--- config.mk ---
export PLATFORM = sky130hd
export DESIGN_NAME = deser_frame_controller
export DESIGN_NICKNAME = d
export VERILOG_FILES = /design/src/rtl/deser_frame_controller.sv
export SDC_FILE = /design/constraint.sdc
export NUM_CORES = 1
export LEC_CHECK = 0
export ABC_AREA = 1
export CAP_MARGIN = 20
export CORE_ASPECT_RATIO = 0.5
export CORE_MARGIN = 4
export CORE_UTILIZATION = 42
export DETAILED_ROUTE_END_ITERATION = 7
export MAX_ROUTING_LAYER = met4
export PLACE_DENSITY_LB_ADDON = 0.08
export SLEW_MARGIN = 40
export SYNTH_ARGS = -nofsm -noshare
export SYNTH_HDL_FRONTEND = slang
export SYNTH_SLANG_ARGS = --single-unit
--- constraint.sdc ---
create_clock -name clock -period 1.5 [get_ports clock]
set_input_delay 0.3 -clock clock [delete_from_list [all_inputs] [get_ports clock]]
set_output_delay 0.3 -clock clock [all_outputs]
set_load 0.05 [all_outputs]
--- src/rtl/deser_frame_controller.sv ---
// ---------------------------------------------------------------------------
// deser_frame_controller
//
// Frame sequencer for the 1-to-14 deserializer. It synchronizes the
// active-low slave-select line, gates the enable of the external serial-in
// shift register for each received bit, counts bits (saturating), latches
// the parallel word into a holding register with a short/long frame flag,
// and runs a ready/ack handshake with the consumer. A frame that starts
// while an unacknowledged word is pending is dropped and raises a sticky
// overrun flag.
//
// State encoding is fixed so the debug state port is stable across builds:
//   IDLE=00, SHIFT=01, LOAD=11, DONE=10
// ---------------------------------------------------------------------------
module deser_frame_controller #(
    parameter int WIDTH       = 14,
    parameter int COUNT_W     = 4,
    parameter int SYNC_STAGES = 2
) (
    input  logic               clock,
    input  logic               reset,
    input  logic               ss,
    input  logic               bit_valid,
    input  logic               ack,
    input  logic [WIDTH-1:0]   shift_q,
    output logic               shift_en,
    output logic [WIDTH-1:0]   data_out,
    output logic               ready,
    output logic               frame_err,
    output logic               overrun,
    output logic [COUNT_W-1:0] bit_count,
    output logic [1:0]         state
);

    typedef enum logic [1:0] {
        ST_IDLE  = 2'b00,
        ST_SHIFT = 2'b01,
        ST_LOAD  = 2'b11,
        ST_DONE  = 2'b10
    } state_e;

    // Counter comparison constants, sized to the counter width.
    localparam logic [COUNT_W-1:0] CNT_FULL = COUNT_W'(WIDTH);
    localparam logic [COUNT_W-1:0] CNT_SAT  = COUNT_W'(WIDTH + 1);
    localparam logic [COUNT_W-1:0] CNT_ONE  = COUNT_W'(1);
    localparam logic [COUNT_W-1:0] CNT_ZERO = COUNT_W'(0);

    // Synchronizer chain and ss history (both reset to "deselected").
    logic [SYNC_STAGES-1:0] sync_q;
    logic                   ss_hist_q;
    logic                   ss_s;
    logic                   fall_s;
    logic                   rise_s;

    // FSM and datapath registers with their next-state values.
    state_e             state_q,     state_d;
    logic [COUNT_W-1:0] bit_count_q, bit_count_d;
    logic [WIDTH-1:0]   data_q,      data_d;
    logic               err_q,       err_d;
    logic               ovr_q,       ovr_d;
    logic               ready_q,     ready_d;
    logic               shift_en_s;

    assign ss_s   = sync_q[SYNC_STAGES-1];
    assign fall_s = ss_hist_q & ~ss_s;
    assign rise_s = ~ss_hist_q & ss_s;

    // Bring the asynchronous ss into the clock domain and keep one cycle of history.
    always_ff @(posedge clock or posedge reset) begin
        if (reset) begin
            sync_q    <= '1;
            ss_hist_q <= 1'b1;
        end else begin
            sync_q    <= {sync_q[SYNC_STAGES-2:0], ss};
            ss_hist_q <= ss_s;
        end
    end

    // Next-state, counter, latch and flag logic for the frame FSM.
    always_comb begin
        state_d     = state_q;
        bit_count_d = bit_count_q;
        data_d      = data_q;
        err_d       = err_q;
        ovr_d       = ovr_q;
        shift_en_s  = 1'b0;

        case (state_q)
            ST_IDLE: begin
                // bit_valid has no effect until a frame has started.
                if (fall_s) begin
                    state_d     = ST_SHIFT;
                    bit_count_d = CNT_ZERO;
                end else begin
                    state_d     = ST_IDLE;
                end
            end

            ST_SHIFT: begin
                // Stop shifting after WIDTH bits so a long frame keeps its first bits.
                shift_en_s = bit_valid & (bit_count_q < CNT_FULL);
                if (bit_valid && (bit_count_q < CNT_SAT)) begin
                    bit_count_d = bit_count_q + CNT_ONE;
                end else begin
                    bit_count_d = bit_count_q;
                end
                // A bit arriving together with the rise is still shifted and counted above.
                if (rise_s) begin
                    state_d = ST_LOAD;
                end else begin
                    state_d = ST_SHIFT;
                end
            end

            ST_LOAD: begin
                data_d  = shift_q;
                err_d   = (bit_count_q != CNT_FULL);
                state_d = ST_DONE;
            end

            ST_DONE: begin
                if (ack) begin
                    if (fall_s) begin
                        // Consumer freed the slot in the same cycle: start directly.
                        state_d     = ST_SHIFT;
                        bit_count_d = CNT_ZERO;
                    end else begin
                        state_d     = ST_IDLE;
                    end
                end else if (fall_s) begin
                    // Word still pending: the new frame is dropped, never shifted.
                    ovr_d   = 1'b1;
                    state_d = ST_DONE;
                end else begin
                    state_d = ST_DONE;
                end
            end

            default: begin
                state_d = ST_IDLE;
            end
        endcase

        ready_d = (state_d == ST_DONE);
    end

    // State, counter, holding register and flag registers.
    always_ff @(posedge clock or posedge reset) begin
        if (reset) begin
            state_q     <= ST_IDLE;
            bit_count_q <= CNT_ZERO;
            data_q      <= '0;
            err_q       <= 1'b0;
            ovr_q       <= 1'b0;
            ready_q     <= 1'b0;
        end else begin
            state_q     <= state_d;
            bit_count_q <= bit_count_d;
            data_q      <= data_d;
            err_q       <= err_d;
            ovr_q       <= ovr_d;
            ready_q     <= ready_d;
        end
    end

    assign shift_en  = shift_en_s;
    assign data_out  = data_q;
    assign ready     = ready_q;
    assign frame_err = err_q;
    assign overrun   = ovr_q;
    assign bit_count = bit_count_q;
    assign state     = state_q;

endmodule

---- Word level (Yosys, flattened, before mapping) ----
Index checks and enable logic that the tools add are counted.
word-level totals
  bits in registers ....................... 26
  input bits .............................. 19
  output and inout port bits .............. 24
  logic and storage cells ................. 38
operators by class
  add/subtract/negate cells ............... 1
  order comparisons ....................... 2
  eq/ne operators ......................... 7
  multiplexer cells ....................... 9
  bitwise gates (word level) .............. 6
  reductions and logical operators ........ 5
operators by type and width
  cell                                               number
  2-to-1 mux 4 bit                                   3
  case mux 4 bit (3 select lines)                    1
  less-than comparator 4 bit, second input constant  2
  case mux 2 bit (4 select lines)                    1
  == test 2 bit, second input constant               3
  AND reduction 3 bit                                2
  adder 4 x 1 -> 4 bit, second input constant        1
  2-to-1 mux 2 bit                                   2
  inequality test 2 bit, second input constant       2
  inequality test 4 bit, second input constant       1
  bitwise AND 1 bit                                  3
  inverter 1 bit                                     3
  nonzero test 3 bit                                 1
  == test 2 x 1 -> 1 bit, second input constant      1
  zero test 2 bit                                    1
  2-to-1 mux 1 bit                                   2
  logical AND 1 bit                                  1

---- Depth between registers and ports, before layout ----
Gate-level depths: netlist of run 1.
  depth after elaboration ................. 6
  gate-level depth with buffers ........... 8
  gate-level depth less buffers ........... 8

---- Worst setup path after synthesis of run 1 ----
OpenSTA, ideal clock, no wires.
  path kind ............................... register to output
  start ................................... register state_q[0], in the netlist state[0]
  end ..................................... output shift_en
  arrival time ............................ 1762 ps
  data required time ...................... 1200 ps
  setup slack ............................. -562 ps
  stages on the path, launching flop included .. 5
  buffers on the path ..................... 0
  cells stage by stage .................... dfrtp_1 nand2_2 inv_2 nand2_1 a21oi_1
between the ends
  word-level cells in the longest chain between the ends .. 2
ends and longest elaborated chain
  element                 RTL line  RTL
  from (decl)             56        state_e state_q, state_d;
  from (signal assigned)  157       state_q <= state_d;
  == test 2 x 1 -> 1 bit  88        case (state_q)
  2-to-1 mux 1 bit        88
  to (decl)               26        output logic shift_en,
Every way passes these cells.

---- Worst setup path after layout of run 1 ----
  start ................................... input bit_valid
  end ..................................... output shift_en
between the ends
  word-level cells in the longest chain between the ends .. 2
ends and longest elaborated chain
  element            RTL line  RTL
  from (decl)        23        input logic bit_valid,
  bitwise AND 1 bit  101       shift_en_s = bit_valid & (bit_count_q < CNT_FULL);
  2-to-1 mux 1 bit   88
Every way passes these cells.

==> results of run 1 <==
## sequential cells by signal, indices dropped and copies added, names as in the netlist
| name | cells |
|---|---|
| ready | 1 |
| bit_count | 4 |
| sync_q | 2 |
| frame_err | 1 |
| data_out | 14 |
| overrun | 1 |
| ss_hist_q | 1 |
| state | 2 |
## synthesized netlist by cell type, drive strengths merged
master   n  area [sq um]
a31oi    1         6.260
a21o     1         7.510
nand2   65         256.5
nand3    4         20.02
buf      2         16.26
dfrtp   23         575.6
xnor2    1         8.760
nor2     7         33.78
o31ai    1         7.510
nand3b   1         7.510
clkinv   1         5.000
ha       2         25.02
a21oi    2         10.01
o21ai    1         5.000
dfstp    3         78.83
inv     11         41.29
## worst max path at each step
| stage | endpoint | cells after the start | start | slack [ns] |
|---|---|---|---|---|
| finish | shift_en | 4 | bit_valid | -0.0005 |
| global placement | shift_en | 4 | bit_valid | 0.04 |
| global route | shift_en | 6 | state[1] | -0.04 |
| floorplan | bit_count[3] | 7 | bit_count[1] | -0.03 |
| CTS | shift_en | 6 | state[1] | 0.007 |
| detailed placement | shift_en | 4 | bit_valid | 0.03 |
## power groups by stage
stage	logic, mW	clock network [mW]	registers [mW]
detailed placement	2.99	0	1.35
CTS	3.18	0.467	1.28
global placement	2.95	0	1.33
floorplan	0.637	0	2.15
global route	3.41	0.494	1.31
finish	3.24	0.457	1.28
## stage by stage
stage	worst slack (ns)	util	hold slack, ns
final	-0.0005210	0.8355	0.3660
after global routing	-0.03767	0.8355	0.3763
after CTS	0.006627	0.8259	0.3660
after detailed placement	0.02889	0.7792	0.3472
after global placement	0.04039	0.7792	0.3471
after floorplan	-0.02972	-	0.3045
## worst max-delay path, cell delays in order
cell and delay (ns):
clkdlybuf4s50_1 0.55, nand2_4 0.07, a21oi_4 0.13, buf_12 0.15
## cells by family after synthesis
| family | Yosys count | share of synthesized area |
|---|---|---|
| compound gates | 6 | 0.03285 |
| xor+xnor | 1 | 0.007929 |
| fa+ha+maj | 2 | 0.02265 |
| buf+inv | 14 | 0.05662 |
| flops | 26 | 0.5923 |
| simple gates | 77 | 0.2877 |
## metal layers
metal	routed length (um)	part of all wire	GRT usage	vias up
met5	0	0	-	-
met4	0	0	0.02694	0
met3	257	0.093	0.07927	0
met2	1368	0.50	0.2747	38
met1	1135	0.41	0.1995	482
li1	-	-	-	494
## timing repair
item / in CTS / in global routing
setup endpoints to repair: 1 / 1
setup buffers: 6 / 2
resized for setup: 4 / 2
## final cells by class
type / instances / area (sq um) / share of cell area
timing repair buffer: 54 / 750.7 / 0.3812
sequential: 26 / 659.4 / 0.3348
multi-input combinational: 86 / 411.6 / 0.2090
clock buffer: 4 / 55.05 / 0.02795
inverter: 12 / 48.80 / 0.02478
tap: 35 / 43.79 / 0.02224
==> run_results.csv, run 1 <==
group,metric,value,unit
clock_tree,tritoncts,"built",
power_and_ir_drop,p_per_area,2528,nW/um^2
finish,nFillCells,130,
setup_path,cp-end-kind,"primary output",
route,wire_per_inst,12.72,um
power_and_ir_drop,swShare,0.4515,
global_route,grt_overflow,0,
min_path,hold_path.class,"flip-flop to flip-flop",
setup_path,crit_arrival,1.20,ns
finish,n_antenna_cell,0,
finish,final_common_cell,"nand2_1",
place,dp_hpwl,1952,um
min_path,hold_path.startpoint,"sync_q[0]",
sta,slew_violations,0,
floorplan,io_pins,43,
synthesis,syn_area_per_cell,8.768,sq um
synthesis,seq_area_frac_synth,0.5923,
sta,fmax,666.4,MHz
sta,hold_viol_final,0,
power_and_ir_drop,switchingPower,2.248,mW
finish,finalNonFillerCells,217,
floorplan,rows,12,
clock_tree,clkLatencyLatePin,0.27,ns
clock_tree,ctsHoldBuffers,0,
finish,design_area,1969,sq um
route,avgViaCountPerCell,4.673,
power_and_ir_drop,p_total,4.979,mW
setup_path,crit_required,1.20,ns
synthesis,synth_cell_type_count,20,
floorplan,dieWidth,80.53,um
power_and_ir_drop,share_seq_of_total_power,0.257,
setup_path,crit_type,"input port to primary output",
finish,nets,204,
sta,finalSetupViolCount,1,
synthesis,synth_cells,126,
sta,fin_worst_skew,0.002794,ns
sta,finalCritPeriodShare,1.000,
clock_tree,cts_made_buffers,3,
sta,fin_crit,1.501,ns
setup_path,r2r_end,"bit_count[2]",
min_path,hold_depth,0,
global_route,antenna_found_initial,0,
global_route,grt_pass1_wl,4395,um
route,drc,0,
finish,drive_gt1_frac,0.3242,
sta,final.setup.worst_slack,-0.0005210,ns
floorplan,core_area,2357,sq um
route,vias,1014,
synthesis,synth_area,1105,sq um
power_and_ir_drop,intPower,2.731,mW
status,status,"finished, violations left",
floorplan,die_h,44.27,um
synthesis,ys_warn_count,0,
place,place_area,1837,sq um
route,wl,2760,um
clock_tree,htreeDepth,1,
sta,slew_headroom,0.7799,
power_and_ir_drop,p_leak,0.9981,nW
setup_path,reg2reg_slack,0.11,ns
setup_path,r2r_cells,7,
synthesis,synth-seq-cells,26,
floorplan,die_area,3565,sq um
global_route,grt_pass1_vias,972,
clock_tree,clock-sinks,26,
route,drtAntennaViolNets,0,
sta,rsz0062_at_grt,"yes",
route,dr.pass1.iters,4,
power_and_ir_drop,ir_worst_vdd,0.001391,V
power_and_ir_drop,combPwrFrac,0.651,
place,port_buffers,42,
finish,final_cell_mix,"nand2_1, buf_12, dfrtp_1, clkdlybuf4s50_1, buf_4",
sta,tns,-0.0005210,ns
flow_run,cap_violations,0,
setup_path,cp_max_fo,2,
clock_tree,clk_path_buf_depth,2,
status,violations,"negative setup slack",
clock_tree,clk_pin_slew,0.09,ns
setup_path,cp-start-kind,"input port",
global_route,grt_usage,0.1698,
route,drtIter0Drc,32,
finish,syn_to_final_growth,78.26,%
sta,worst_slew_pin_slew,0.3301,ns
min_path,min_to,"sync_q[1]",
setup_path,timing.rr.start,"bit_count[0]",
place,gp_congestion,0.8444,
synthesis,syn-num-nets,147,
power_and_ir_drop,clkPwrFrac,0.092,
floorplan,start_util,0.4687,
global_route,grt_max_degree,27,
clock_tree,root_buffer,"clkbuf_8",
place,post-place-cells,205,
No activity file was read; power rests on OpenSTA's default activity.
==> inputs of run 2 (changes only) <==
- CORE_MARGIN: 4 -> not set
==> run 2 against run 1 <==
Power shrank 2.0%. Largest cell class unchanged. Worst hold slack lost 0.0028 ns. Critical endpoint unchanged. Clock power shrank 13%. First-iteration DRC count grew 66%. The run now ends clean. Sequential power is essentially flat.
==> run_results.csv, run 2 (synthesis results as in run 1) <==
group,metric,value,unit
sta,slew_headroom,0.8286,
route,route.layer.met1.wl,1088,um
finish,syn_to_final_growth,76.33,%
route,drtAntennaViolNets,0,
status,status,"finished clean",
global_route,antenna_found_initial,0,
power_and_ir_drop,combPwrFrac,0.653,
route,wire_per_inst,12.75,um
floorplan,die_area,2852,sq um
place,port_buffers,42,
finish,largest_reg_flops,14,
finish,final_common_cell,"nand2_1",
sta,tns,0,ns
sta,finalCritPeriodShare,0.9910,
clock_tree,clock-sinks,26,
setup_path,crit_type,"flip-flop to primary output",
setup_path,r2r_cells,7,
clock_tree,clkLatencyLatePin,0.26,ns
place,gp_congestion,0.8532,
clock_tree,clk_path_buf_depth,2,
clock_tree,root_buffer,"clkbuf_8",
clock_tree,clk_pin_slew,0.09,ns
route,avgViaCountPerCell,4.706,
power_and_ir_drop,p_leak,0.9837,nW
clock_tree,tritoncts,"built",
sta,hold_viol_final,0,
min_path,hold_path.startpoint,"sync_q[0]",
place,dp_hpwl,1865,um
min_path,min_to,"sync_q[1]",
finish,n_antenna_cell,0,
sta,fin_crit,1.486,ns
global_route,grt_overflow,0,
route,wl_met2,1446,um
sta,finalSetupViolCount,0,
finish,final_cell_mix,"nand2_1, buf_12, dfrtp_1, clkdlybuf4s50_1",
setup_path,cp-start-kind,"flip-flop",
floorplan,die_h,38.27,um
global_route,grt_max_degree,27,
power_and_ir_drop,clkPwrFrac,0.081,
clock_tree,htreeDepth,1,
route,wl_met3,147,um
sta,final.setup.worst_slack,0.01356,ns
setup_path,cp-end-kind,"primary output",
min_path,hold_depth,0,
floorplan,core_area,2342,sq um
finish,nets,201,
setup_path,timing.rr.start,"bit_count[0]",
route,vias,1007,
power_and_ir_drop,p_per_area,2505,nW/um^2
power_and_ir_drop,share_seq_of_total_power,0.266,
power_and_ir_drop,switchingPower,2.230,mW
floorplan,start_util,0.4717,
route,highest_layer,"met4",
power_and_ir_drop,ir_worst_vdd,0.001674,V
place,dp_slack,-0.007165,ns
sta,fin_worst_skew,0.004091,ns
clock_tree,cts_made_buffers,3,
setup_path,reg2reg_slack,0.08,ns
route,drtIter0Drc,53,
global_route,grt_pass1_wl,4312,um
route,dr.pass1.iters,4,
setup_path,cp_max_fo,2,
floorplan,io_pins,43,
setup_path,r2r_end,"bit_count[3]",
sta,worst_slew_pin_slew,0.2549,ns
sta,fmax,672.7,MHz
min_path,hold_path.class,"flip-flop to flip-flop",
sta,slew_violations,0,
flow_run,cap_violations,0,
finish,nFillCells,134,
setup_path,crit_arrival,1.19,ns
floorplan,dieWidth,74.53,um
finish,drive_gt1_frac,0.3073,
floorplan,rows,12,
power_and_ir_drop,intPower,2.651,mW
setup_path,crit_required,1.20,ns
sta,rsz0062_at_grt,"yes",
route,wl,2728,um
route,drc,0,
global_route,grt_pass1_vias,997,
global_route,grt_usage,0.2237,
power_and_ir_drop,swShare,0.4569,
## run 2: cell count changes in the layout (fill, tap and decap cells not counted), sizes merged
cell           change
clkdlybuf4s50      -1
dlygate4sd2        +1
buf                -3
## run 2: power by group through the flow
| stage | combinational [mW] | sequential (mW) | clock (mW) |
|---|---|---|---|
| 5_1_grt | 3.34 | 1.33 | 0.437 |
| 3_3_place_gp | 2.92 | 1.35 | 0 |
| 6_report | 3.19 | 1.30 | 0.396 |
| 3_5_place_dp | 2.97 | 1.37 | 0 |
| 4_1_cts | 3.17 | 1.30 | 0.413 |
| 2_1_floorplan | 0.637 | 2.15 | 0 |
## run 2: critical path, cell delays in order (launching register included)
cell	delay, ns
dfrtp_2	0.42
nand2_1	0.08
inv_1	0.09
a21oi_4	0.18
buf_12	0.15
## run 2: worst max-delay path by stage
stage,startpoint,end,slack (ns),cells after the start
final,bit_count[3],shift_en,0.01,4
after detailed placement,bit_valid,shift_en,-0.007,4
after floorplan,bit_count[1],bit_count[3],-0.03,7
after global routing,state[1],shift_en,-0.02,6
after CTS,state[1],shift_en,0.01,6
after global placement,bit_valid,shift_en,-0.008,4
## run 2: through the flow
step	cell area, sq um	instances	utilization	power [mW]	hold slack (ns)
floorplan	1119	126	-	2.786	0.3045
finish	1948	214	0.8317	4.881	0.3632
global placement	1842	204	0.7863	4.271	0.3455
CTS	1943	214	0.8296	4.888	0.3629
global route	1948	214	0.8317	5.107	0.3675
detailed placement	1842	204	0.7863	4.335	0.3506
## run 2: layout make-up
cell class	instances	area, sq um	area share
repair buffers	51	739.5	0.3796
inverters	12	48.80	0.02505
multi-input cells	86	411.6	0.2113
flip-flops and latches	26	659.4	0.3385
clock buffers	4	45.04	0.02312
well taps	35	43.79	0.02248
## run 2: repair_timing
action / in CTS / in global routing
setup buffers: 6 / 0
endpoints found under the setup margin: 1 / 1
pin swaps: 0 / 0
resized for setup: 6 / 1
hold buffers: 0 / 0
## run 2: metal layers
layer / GRT usage / up-vias
met4: 0.1132 / 0
met3: 0.05000 / 6
met1: 0.2453 / 465
li1: - / 486
met5: - / -
met2: 0.3964 / 50
==> inputs of run 3 (changes only) <==
--- a/config.mk
+++ b/config.mk
@@ -7,4 +7,5 @@
 export LEC_CHECK = 0
 export ABC_AREA = 1
+export ABC_CLOCK_PERIOD_IN_PS = 1500
 export CAP_MARGIN = 20
 export CORE_ASPECT_RATIO = 0.5
==> constraint.sdc (replaced) <==
create_clock -name clock -period 1.5 [get_ports clock]
set_input_delay 0.3 -clock clock [delete_from_list [all_inputs] [get_ports clock]]
set_output_delay 0.3 -clock clock [all_outputs]
set_load 0.005 [all_outputs]
==> run 3 against run 2 <==
Power down 35%. Global-route usage down 2.3 points. Flip-flop and latch count unchanged. Sequential power shrank 12%. Count of clock-buffer cells in the layout unchanged. Critical endpoint is now data_out[0]. Maximum frequency up 1.8%. Via count decreased by 2.9%. Largest cell class is now flip-flops and latches. Clock power is 14% higher. Worst hold slack got worse by 0.044 ns. Cell count is 2.3% higher. Highest routed layer unchanged.
==> run_results.csv, run 3 (synthesis results as in run 1) <==
group,metric,value,unit
route,drc,0,
floorplan,io_pins,43,
finish,syn_to_final_growth,54.47,%
clock_tree,root_buffer,"clkbuf_8",
global_route,grt_overflow,0,
route,dr.pass1.iters,4,
sta,fin_worst_skew,0.003429,ns
clock_tree,clk_pin_slew,0.09,ns
power_and_ir_drop,ir_worst_vdd,0.001170,V
clock_tree,clk_path_buf_depth,2,
floorplan,core_area,2342,sq um
setup_path,cp-end-kind,"primary output",
global_route,antenna_found_initial,0,
sta,slew_violations,0,
sta,whs,0.3187,ns
sta,fmax,684.8,MHz
status,status,"finished clean",
setup_path,crit_required,1.20,ns
place,dp_slack,-0.2527,ns
floorplan,rows,12,
power_and_ir_drop,p_total,3.152,mW
finish,final_cell_mix,"nand2_1, clkdlybuf4s50_1, dfrtp_1, buf_4, inv_1",
setup_path,worst_path_dominant_cell_family,"buffers and inverters",
route,drtAntennaViolNets,0,
floorplan,die_area,2852,sq um
sta,slew_headroom,0.8447,
flow_run,cap_violations,0,
place,port_buffers,42,
sta,final.setup.worst_slack,0.03974,ns
floorplan,start_util,0.4717,
clock_tree,clock-sinks,26,
clock_tree,clkLatencyLatePin,0.27,ns
sta,fin_crit,1.460,ns
setup_path,crit_arrival,1.16,ns
clock_tree,cts_made_buffers,3,
sta,rsz0062_at_grt,"no",
setup_path,crit_type,"flip-flop to primary output",
global_route,grt_max_degree,19,
setup_path,slowest_stage,"clkdlybuf4s50_1",
setup_path,cp_max_fo,2,
clock_tree,tritoncts,"built",
clock_tree,ctsHoldBuffers,0,
place,gp_congestion,0.7560,
route,drtIter0Drc,17,
place,dp_hpwl,1823,um
power_and_ir_drop,p_per_area,1847,nW/um^2
sta,tns,0,ns
floorplan,die_h,38.27,um
global_route,grt_usage,0.2007,
finish,n_antenna_cell,0,
setup_path,critPathBufInv,1,
sta,finalSetupViolCount,0,
sta,hold_viol_final,0,
finish,nets,206,
finish,drive_gt1_frac,0.1739,
setup_path,cp_cell_sequence,"clkdlybuf4s50_1",
power_and_ir_drop,p_leak,0.8936,nW
route,vias,978,
global_route,grt_pass1_vias,909,
route,avgViaCountPerCell,4.466,
finish,final_common_cell,"nand2_1",
route,wl,2470,um
min_path,hold_path.class,"input port to async pin",
setup_path,cpPeakStageDelay,0.51,ns
setup_path,cp-start-kind,"flip-flop",
sta,worst_slew_pin_slew,0.2330,ns
global_route,grt_pass1_wl,3926,um
sta,finalCritPeriodShare,0.9735,
route,wire_per_inst,11.28,um
floorplan,dieWidth,74.53,um
finish,largest_reg_flops,14,
clock_tree,htreeDepth,1,
run 3: cell count changes in the layout (fill, tap and decap cells not counted), sizes merged:
| cell | before | now |
|---|---|---|
| clkdlybuf4s50 | 17 | 37 |
| buf | 33 | 15 |
| dlygate4sd2 | 1 | 4 |
run 3: worst paths after layout:
path	startpoint	end	slack, ns	cells past startpoint
min	reset	data_out[10]	0.32	3
max in group asynchronous	reset	sync_q[1]	0.87	3
min in group clock	sync_q[0]	sync_q[1]	0.36	0
max reg2reg	bit_count[0]	bit_count[1]	0.16	8
max	data_out[0]	data_out[0]	0.04	1
min reg2reg	sync_q[0]	sync_q[1]	0.36	0
run 3: routing by layer:
metal | GRT usage | wire length (um)
met5 | - | 0
met2 | 0.3604 | 1192
met3 | 0.06316 | 146
met1 | 0.2308 | 1119
met4 | 0.02830 | 11
run 3: report_power, final:
| group | leakage [nW] | switching [mW] | total (mW) | internal, mW |
|---|---|---|---|---|
| logic | 0.550 | 0.690 | 1.56 | 0.874 |
| clock network | 0.0288 | 0.215 | 0.450 | 0.235 |
| registers | 0.315 | 0.154 | 1.14 | 0.985 |
run 3: cell type report:
cell class | count | area (sq um)
sequential | 26 | 654.4
fill | 184 | 635.6
timing repair buffer | 56 | 519.2
multi-input combinational | 86 | 387.9
clock buffer | 4 | 55.05
inverter | 12 | 46.29
tap | 35 | 43.79
run 3: stage by stage:
stage	cells	cell area, sq um	utilization
after global routing	219	1707	0.7286
after global placement	211	1628	0.6950
final	219	1707	0.7286
after detailed placement	211	1628	0.6950
after CTS	219	1707	0.7286
after floorplan	126	1105	-
run 3: what timing repair did:
| action | in CTS | in global routing |
|---|---|---|
| endpoints found under the hold margin | 0 | 0 |
| resized for setup | 9 | 0 |
| buffers inserted | 4 | 0 |
| setup endpoints to repair | 7 | 0 |
